===== src/rtl/regf_pkg.sv =====
// Shared constants for the register-file port C write-back path.
// Requester indices fix the round-robin slot of each producer.
package regf_pkg;

    localparam int REGF_WIDTH  = 5;
    localparam int REGF_DWIDTH = 32;
    localparam int REGF_NREQ   = 3;

    localparam int REQ_ALU = 0;
    localparam int REQ_LD  = 1;
    localparam int REQ_EXT = 2;

    // A single requester still needs a 1-bit pointer so the ports stay legal.
    function automatic int ptr_bits(input int n);
        return (n > 1) ? $clog2(n) : 1;
    endfunction

endpackage


===== src/rtl/regf_rr_pick.sv =====
// Combinational rotate-priority picker: first asserted request at or after ptr,
// wrapping modulo NREQ. Shared with future read-port arbitration.
module regf_rr_pick
    import regf_pkg::*;
#(
    parameter int NREQ = REGF_NREQ,
    parameter int PW   = ptr_bits(NREQ)
) (
    input  logic [NREQ-1:0] req,
    input  logic [PW-1:0]   ptr,
    input  logic            enable,
    output logic [NREQ-1:0] grant,
    output logic [PW-1:0]   idx
);

    logic [PW:0] pos;
    logic        found;

    always_comb begin
        grant = '0;
        idx   = '0;
        found = 1'b0;
        pos   = '0;
        for (int k = 0; k < NREQ; k++) begin
            pos = {1'b0, ptr} + (PW+1)'(k);
            if (pos >= (PW+1)'(NREQ)) begin
                pos = pos - (PW+1)'(NREQ);
            end
            if (enable && !found && req[pos[PW-1:0]]) begin
                grant[pos[PW-1:0]] = 1'b1;
                idx                = pos[PW-1:0];
                found              = 1'b1;
            end
        end
    end

endmodule


===== src/rtl/regf_wb_arb.sv =====
// Round-robin write-back arbiter for register file port C. A granted request is
// staged for one cycle; halt freezes the stage so writes are deferred, not dropped.
module regf_wb_arb
    import regf_pkg::*;
#(
    parameter int WIDTH  = REGF_WIDTH,
    parameter int DWIDTH = REGF_DWIDTH,
    parameter int NREQ   = REGF_NREQ
) (
    input  logic                     clk,
    input  logic                     reset,
    input  logic [NREQ-1:0]          req,
    input  logic [NREQ*WIDTH-1:0]    req_addr,
    input  logic [NREQ*DWIDTH-1:0]   req_data,
    input  logic                     halt,
    input  logic                     flush_pipeline,
    output logic [NREQ-1:0]          grant,
    output logic                     wec,
    output logic [WIDTH-1:0]         addrc,
    output logic [DWIDTH-1:0]        datac,
    output logic                     wb_busy
);

    localparam int PW = ptr_bits(NREQ);

    logic [PW-1:0]     ptr_q;
    logic [PW-1:0]     grant_idx;
    logic [PW-1:0]     ptr_next;
    logic              pick_en;
    logic              transfer;
    logic              valid_q;
    logic [WIDTH-1:0]  addr_q;
    logic [WIDTH-1:0]  addr_sel;
    logic [DWIDTH-1:0] data_q;
    logic [DWIDTH-1:0] data_sel;

    // No grant while halted, so the scoreboard never misses a clear.
    assign pick_en = !halt && !flush_pipeline && !reset;

    regf_rr_pick #(
        .NREQ (NREQ),
        .PW   (PW)
    ) u_pick (
        .req    (req),
        .ptr    (ptr_q),
        .enable (pick_en),
        .grant  (grant),
        .idx    (grant_idx)
    );

    assign transfer = |grant;
    assign ptr_next = (grant_idx == PW'(NREQ-1)) ? '0 : grant_idx + PW'(1);

    always_comb begin
        addr_sel = '0;
        data_sel = '0;
        for (int i = 0; i < NREQ; i++) begin
            if (grant[i]) begin
                addr_sel = req_addr[i*WIDTH +: WIDTH];
                data_sel = req_data[i*DWIDTH +: DWIDTH];
            end
        end
    end

    always_ff @(posedge clk or posedge reset) begin
        if (reset) begin
            ptr_q <= '0;
        end else if (transfer) begin
            ptr_q <= ptr_next;
        end
    end

    // Flush outranks halt: a write frozen by halt is discarded by a flush.
    always_ff @(posedge clk or posedge reset) begin
        if (reset) begin
            valid_q <= 1'b0;
            addr_q  <= '0;
            data_q  <= '0;
        end else if (transfer) begin
            valid_q <= 1'b1;
            addr_q  <= addr_sel;
            data_q  <= data_sel;
        end else if (flush_pipeline) begin
            valid_q <= 1'b0;
        end else if (!halt) begin
            valid_q <= 1'b0;
        end
    end

    assign wec     = valid_q && !halt;
    assign addrc   = addr_q;
    assign datac   = data_q;
    assign wb_busy = (|req) || valid_q;

endmodule

===== config.mk =====
export PLATFORM = sky130hd
export DESIGN_NAME = regf_wb_arb
export DESIGN_NICKNAME = d
export VERILOG_FILES = /design/src/rtl/regf_pkg.sv /design/src/rtl/regf_rr_pick.sv /design/src/rtl/regf_wb_arb.sv
export SDC_FILE = /design/constraint.sdc
export NUM_CORES = 1
export LEC_CHECK = 0
export BUFFER_PORTS_ARGS = -buffer_cell sky130_fd_sc_hd__buf_2
export CAP_MARGIN = 30
export CORE_MARGIN = 5
export CORE_UTILIZATION = 44
export CTS_BUF_LIST = sky130_fd_sc_hd__clkbuf_4
export DETAILED_ROUTE_END_ITERATION = 7
export HOLD_SLACK_MARGIN = 0.12
export PLACE_DENSITY = 0.8
export SYNTH_ARGS = -nofsm -noshare
export SYNTH_HDL_FRONTEND = slang
export SYNTH_SLANG_ARGS = --single-unit

===== constraint.sdc =====
create_clock -name clk -period 2.6 [get_ports clk]
set_clock_uncertainty 0.15 [all_clocks]
set_input_delay 0.13 -clock clk [delete_from_list [all_inputs] [get_ports clk]]
set_output_delay 0.13 -clock clk [all_outputs]
set_load 0.1 [all_outputs]

After elaboration in Yosys (flattened, before gate mapping)

Cells that the tools add are included.

Add/subtract/negate cells: 6
Mux-type cells: 33
Bitwise operators: 2
Reductions and logical operators: 19
Order comparisons: 9
Eq/ne operators: 2

Operators with widths:

| cell                                                                                | count |
|---|---|
| 32-bit 2-to-1 mux                                                                   | 3 |
| 5-bit 2-to-1 mux                                                                    | 3 |
| 2-bit 2-to-1 mux                                                                    | 7 |
| 1-bit logical AND                                                                   | 11 |
| 1-bit 2-to-1 mux                                                                    | 11 |
| 2-bit by 3-bit less-than comparator with 1-bit output, second input constant        | 3 |
| 3-bit 2-to-1 mux                                                                    | 3 |
| 1-bit binary-select mux with 2-bit select                                           | 3 |
| 1-bit demux with 2-bit select                                                       | 3 |
| 2-bit by 1-bit greater-or-equal comparator with 1-bit output, second input constant | 3 |
| 3-bit by 2-bit greater-or-equal comparator with 1-bit output, second input constant | 2 |
| 3-bit OR                                                                            | 2 |
| 3-bit OR reduction                                                                  | 2 |
| 2-bit subtractor, second input constant                                             | 3 |
| 1-bit logical NOT                                                                   | 5 |
| 2-bit by 1-bit adder with 3-bit output, second input constant                       | 1 |
| 2-bit by 2-bit adder with 3-bit output, second input constant                       | 1 |
| 3-bit by 1-bit != test with 1-bit output, second input constant                     | 1 |
| 2-bit by 1-bit adder with 2-bit output, second input constant                       | 1 |
| 2-bit == test, second input constant                                                | 1 |
| 2-bit greater-or-equal comparator, second input constant                            | 1 |
| 1-bit logical OR                                                                    | 1 |

Input port bits: 118
Logic and storage cells: 75
Register bits after elaboration: 40
Output and inout port bits: 42

Longest topological paths before layout

Depth after elaboration: 17
Gate-level depth with buffers: 12
Mapped depth without buffers: 8

By module

From an unflattened synthesis, not the netlist that was laid out.

Cell total of the unflattened synthesis: 225
Area, all modules: 2272.2 um^2

By module, submodules not included:

| module       | instances | cells an instance | sequential area each (um^2) | area each (um^2) |
|---|---|---|---|---|
| regf_wb_arb  | 1         | 185               | 1001.0                      | 1979.4 |
| regf_rr_pick | 1         | 40                | 0.0                         | 292.8 |

Worst setup path after synthesis

Ideal clock, no wire load.

Path type: register -> output
Start point: reg ptr_q[0]
End point: out grant[0]
Data required time: 2.320 ns
Buffers on the path: 3
Stages on the path, launching flop included: 11
Setup slack: -0.710 ns
Data arrival time: 3.030 ns
Cell sequence: dfrtp_1 -> inv_1 -> ha_1 -> buf_2 -> nor2b_1 -> and4_1 -> a221o_1 -> a31oi_1 -> buf_4 -> buf_4 -> nor2_1

Word-level cells in the longest chain between the ends: 14
Elaborated cells on any way between the ends: 46
Those cells by class: 5 x add/sub; 9 x order compare; 20 x mux; 2 x bitwise; 10 x reduce/logical

Ends and longest elaborated chain:

| item                                                                                            | RTL line           | source |
|---|---|---|
| from (decl)                                                                                     | regf_wb_arb.sv:26  | `logic [PW-1:0] ptr_q;` |
| from (signal assigned)                                                                          | regf_wb_arb.sv:69  | `ptr_q <= ptr_next;` |
| parallel branches: the longest is 13 deep, another holds 2-bit by 1-bit adder with 3-bit output | n/a                |  |
| 3-bit 2-to-1 mux *                                                                              | regf_rr_pick.sv:29 | `if (enable && !found && req[pos[PW-1:0]]) begin` |
| to (decl)                                                                                       | regf_wb_arb.sv:17  | `output logic [NREQ-1:0] grant,` |

Every way passes the cells marked *. The select of a mux whose other input is x is not followed.

Final worst setup path

Start point: reg ptr_q[1]
End point: reg data_q[25], in the netlist datac[25]

Word-level cells in the longest chain between the ends: 17
Elaborated cells on any way between the ends: 50
Those cells by class: 5 x add/sub; 9 x order compare; 23 x mux; 2 x bitwise; 11 x reduce/logical

Ends and longest elaborated chain:

| item                                                                                            | RTL line           | source |
|---|---|---|
| parallel branches: the longest is 13 deep, another holds 2-bit by 1-bit adder with 3-bit output | n/a                |  |
| 3-bit 2-to-1 mux *                                                                              | regf_rr_pick.sv:29 |  |
| 32-bit 2-to-1 mux (3 in series)                                                                 | regf_wb_arb.sv:58  | `if (grant[i]) begin` |
| to (signal assigned)                                                                            | regf_wb_arb.sv:82  | `data_q <= data_sel;` |
| to (decl)                                                                                       | regf_wb_arb.sv:34  | `logic [DWIDTH-1:0] data_q;` |

Marks and branches as above.
A chain may end at the register's enable or synchronous reset.

==> results.py <==
metrics = {
    "power": {
        "switching_share_pct": 59.88,
        "p_int_mw": 2.425,
        "power_frac_clock_pct": 5.2,
        "p_sw_mw": 3.619,
        "power.density_nw_per_um2": 1054,
        "comb_power_share_pct": 77.5,
        "total_power_mw": 6.043,
        "power_leakage_nw": 2.647,
        "vdd_drop_max_uv": 605.6,
        "seq_power_share_pct": 17.3,
    },
    "die": {
        "die_w_um": 96.50,
        "dieArea_um2": 9311,
        "die_y_um": 96.50,
        "start_util_pct": 45.39,
        "core_um2": 7253,
        "std_cell_rows": 31,
        "ios": 160,
    },
    "cells_and_area": {
        "nFillCells": 437,
        "layout.nets": 803,
        "syn2layout_area_growth_pct": 74.23,
        "layout-drive-gt1-share_pct": 41.56,
    },
    "synth": {
        "syn_area_per_cell_um2": 8.148,
        "synthFlopType": "dfrtp_1",
        "syn_area_um2": 3292,
        "synth.most_common_cell": "nand2_1",
        "synth_nets": 526,
        "async_reset_ff_share_pct": 100.0,
        "yosysTopAreaCell": "dfrtp_1",
        "synth_edf_count": 0,
        "synth.distinct_cells": 44,
        "syn_inst": 404,
        "synth-seq-cells": 40,
        "yosys-top-cells-count": "nand2_1, nor3_1, nor3_2",
        "netlist.area_leader.share_pct": 30.41,
        "ys_seq_area_share_pct": 30.41,
        "yosys_warnings": 0,
        "synthTopCellsByArea": "dfrtp_1, nor3_2, nor3_1",
    },
    "timing": {
        "timing.hold.ws_ns": 0.2942,
        "final_hold_viol_count": 0,
        "finalSetupTns_ns": -0.1328,
        "setup_viol": 5,
        "max_freq_mhz": 377.6,
        "tightest_slew_ns": 0.8505,
        "finalCritPeriodShare_pct": 101.9,
        "rsz0062_at_grt": "yes",
        "period_needed_ns": 2.648,
        "relSlewSlack_pct": 43.22,
        "finalWorstSetupSlack_ns": -0.04812,
        "slew_violations": 0,
    },
    "route": {
        "wl_um": 15500,
        "first_pass_iters": 5,
        "vias": 4632,
        "drt_iter0_drc": 269,
        "drc": 0,
        "post_drt_wl_per_cell_um": 19.79,
        "drtAntennaViolNets": 0,
        "route.detailed.vias_per_inst": 5.916,
    },
    "global_routing": {
        "first_global_vias": 4841,
        "grt_max_degree": 41,
        "antenna_found_initial": 0,
        "grt_overflow": 0,
        "grt_pass1_wl_um": 23940,
        "track_usage_pct": 33.11,
    },
    "critical_path": {
        "reg2reg_to": "datac[25]",
        "critPathKind": "flip-flop to flip-flop",
        "crit_chain": "buf_6 > ha_4 > buf_4 > mux2i_2 > o31ai_1 > nor3b_2 > buf_4 > nand3_2 > buf_4 > nor3_1 > nor3_1",
        "cp_slowest_cell": "dfrtp_1",
        "required_ns": 2.69,
        "slowest_delay_ns": 0.42,
        "cp-startpoint": "ptr_q[1]",
        "path_max_fanout": 13,
        "critPathCaptureType": "flip-flop",
        "crit_path_start_kind": "flip-flop",
        "worstReg2RegStart": "ptr_q[1]",
        "arrival_ns": 2.74,
        "reg2regPathDepth": 11,
        "r2r_slack_ns": -0.05,
        "crit_top_cell": "buf_4",
    },
    "clock_network": {
        "insertion_delay_ns": 0.35,
        "cts_buffers": 5,
        "h-tree-depth": 2,
        "clkTransAtPathRegs_ns": 0.13,
        "root_buffer": "clkbuf_4",
        "clock-sinks": 40,
        "clk_path_buf_depth": 2,
        "cts_tree": "yes",
    },
    "placed_design": {
        "dp_hpwl_um": 8088,
        "io_buffers": 159,
        "routabilityCongestion": 0.9609,
    },
    "run_status": {
        "outcome": "complete, but fails checks",
        "violations": "setup timing",
    },
    "worst_hold_path": {
        "min_to": "ptr_q[0]",
        "min_from": "req[1]",
        "min_path_type": "input port to flip-flop",
        "hold-path-cell-count": 6,
    },
    "run": {
        "drv_cap": 0,
    },
}
==> worst max path at each step <==
stage	slack [ns]	depth (start not counted)	end
after global placement	0.11	8	ptr_q[1]
after CTS	-0.03	8	grant[0]
final	-0.05	11	datac[25]
after floorplan	-0.24	10	grant[0]
after global routing	-0.23	11	datac[25]
after detailed placement	-0.02	8	ptr_q[1]
==> per-stage QoR <==
stage          worst slack (ns)  utilization, %  cells  cell area [um^2]
6_report               -0.04812           79.08    783              5736
5_1_grt                 -0.2334           78.97    780              5728
4_1_cts                -0.03023           77.78    777              5642
3_5_place_dp           -0.01599           59.63    647              4325
3_3_place_gp             0.1059           59.63    647              4325
2_1_floorplan           -0.2386               -    404              3304
==> power by group through the flow <==
stage | clock (mW) | combinational [mW] | sequential (mW)
2_1_floorplan | 0 | 1.97 | 2.33
3_3_place_gp | 0 | 4.07 | 1.02
3_5_place_dp | 0 | 4.16 | 1.03
4_1_cts | 0.320 | 4.45 | 1.02
5_1_grt | 0.347 | 4.94 | 1.06
6_report | 0.315 | 4.68 | 1.04
==> cell families after synthesis <==
kind of cell / synth area share, %
flip-flops: 30.41
adder cells (fa/ha/maj): 1.520
AND/OR/NAND/NOR: 46.56
multiplexers: 0.9502
AO/OA/AOI/OAI: 13.30
buffers and inverters: 7.260
==> final cells by class <==
type,count,area [um^2],share of cell area [%]
diodes,3,7.507,0.1309
clock buffers,5,37.54,0.6545
clock inverters,2,12.51,0.2182
inverters,5,18.77,0.3272
multi-input cells,320,2190,38.18
flip-flops and latches,40,1001,17.45
well taps,99,123.9,2.160
repair buffers,309,2345,40.88
==> repair_timing <==
item                                    CTS  global route
resized for setup                        16            15
buffers inserted                          8             3
pin swaps                                 7             4
endpoints found under the setup margin   31            42
endpoints found under the hold margin    79             0
gates cloned                              0             0
hold buffers                            115             0
==> registers in the layout (all words and copies together), names as in the netlist <==
signal,cells
datac,32
addrc,5
ptr_q,2
valid_q,1
==> worst max-delay path, delay by kind of cell (launching register included) <==
family                     cells  cell delay [ns]
and+or+nand+nor                4             0.70
buffers and inverters          4             0.66
DFF                            1             0.42
adders and majority gates      1             0.30
muxes                          1             0.21
AOI/OAI and AO/OA              1             0.10
==> placed cells by master (no fill, tap or decap), types with 3 or more instances in the layout <==
cell type / Yosys / final
nor3_2: 49 / 53
nand2_1: 72 / 72
o31a_1: 3 / 3
dlygate4sd3_1: 0 / 115
nor2b_1: 6 / 3
nand3_1: 36 / 35
buf_2: 14 / 156
o31ai_1: 38 / 37
nand2b_1: 9 / 9
buf_12: 0 / 9
nor3_1: 62 / 57
clkbuf_4: 0 / 5
diode_2: 0 / 3
dfrtp_1: 40 / 40
inv_1: 5 / 3
buf_4: 7 / 26
==> routing by layer <==
layer	wire length, um	vias to the layer above	track usage, %
li1	-	2021	-
met1	5381	2132	35.76
met2	7548	375	55.92
met3	1594	104	9.527
met4	971	0	22.43
met5	0	-	0
No activity file was read; power rests on OpenSTA's default activity.
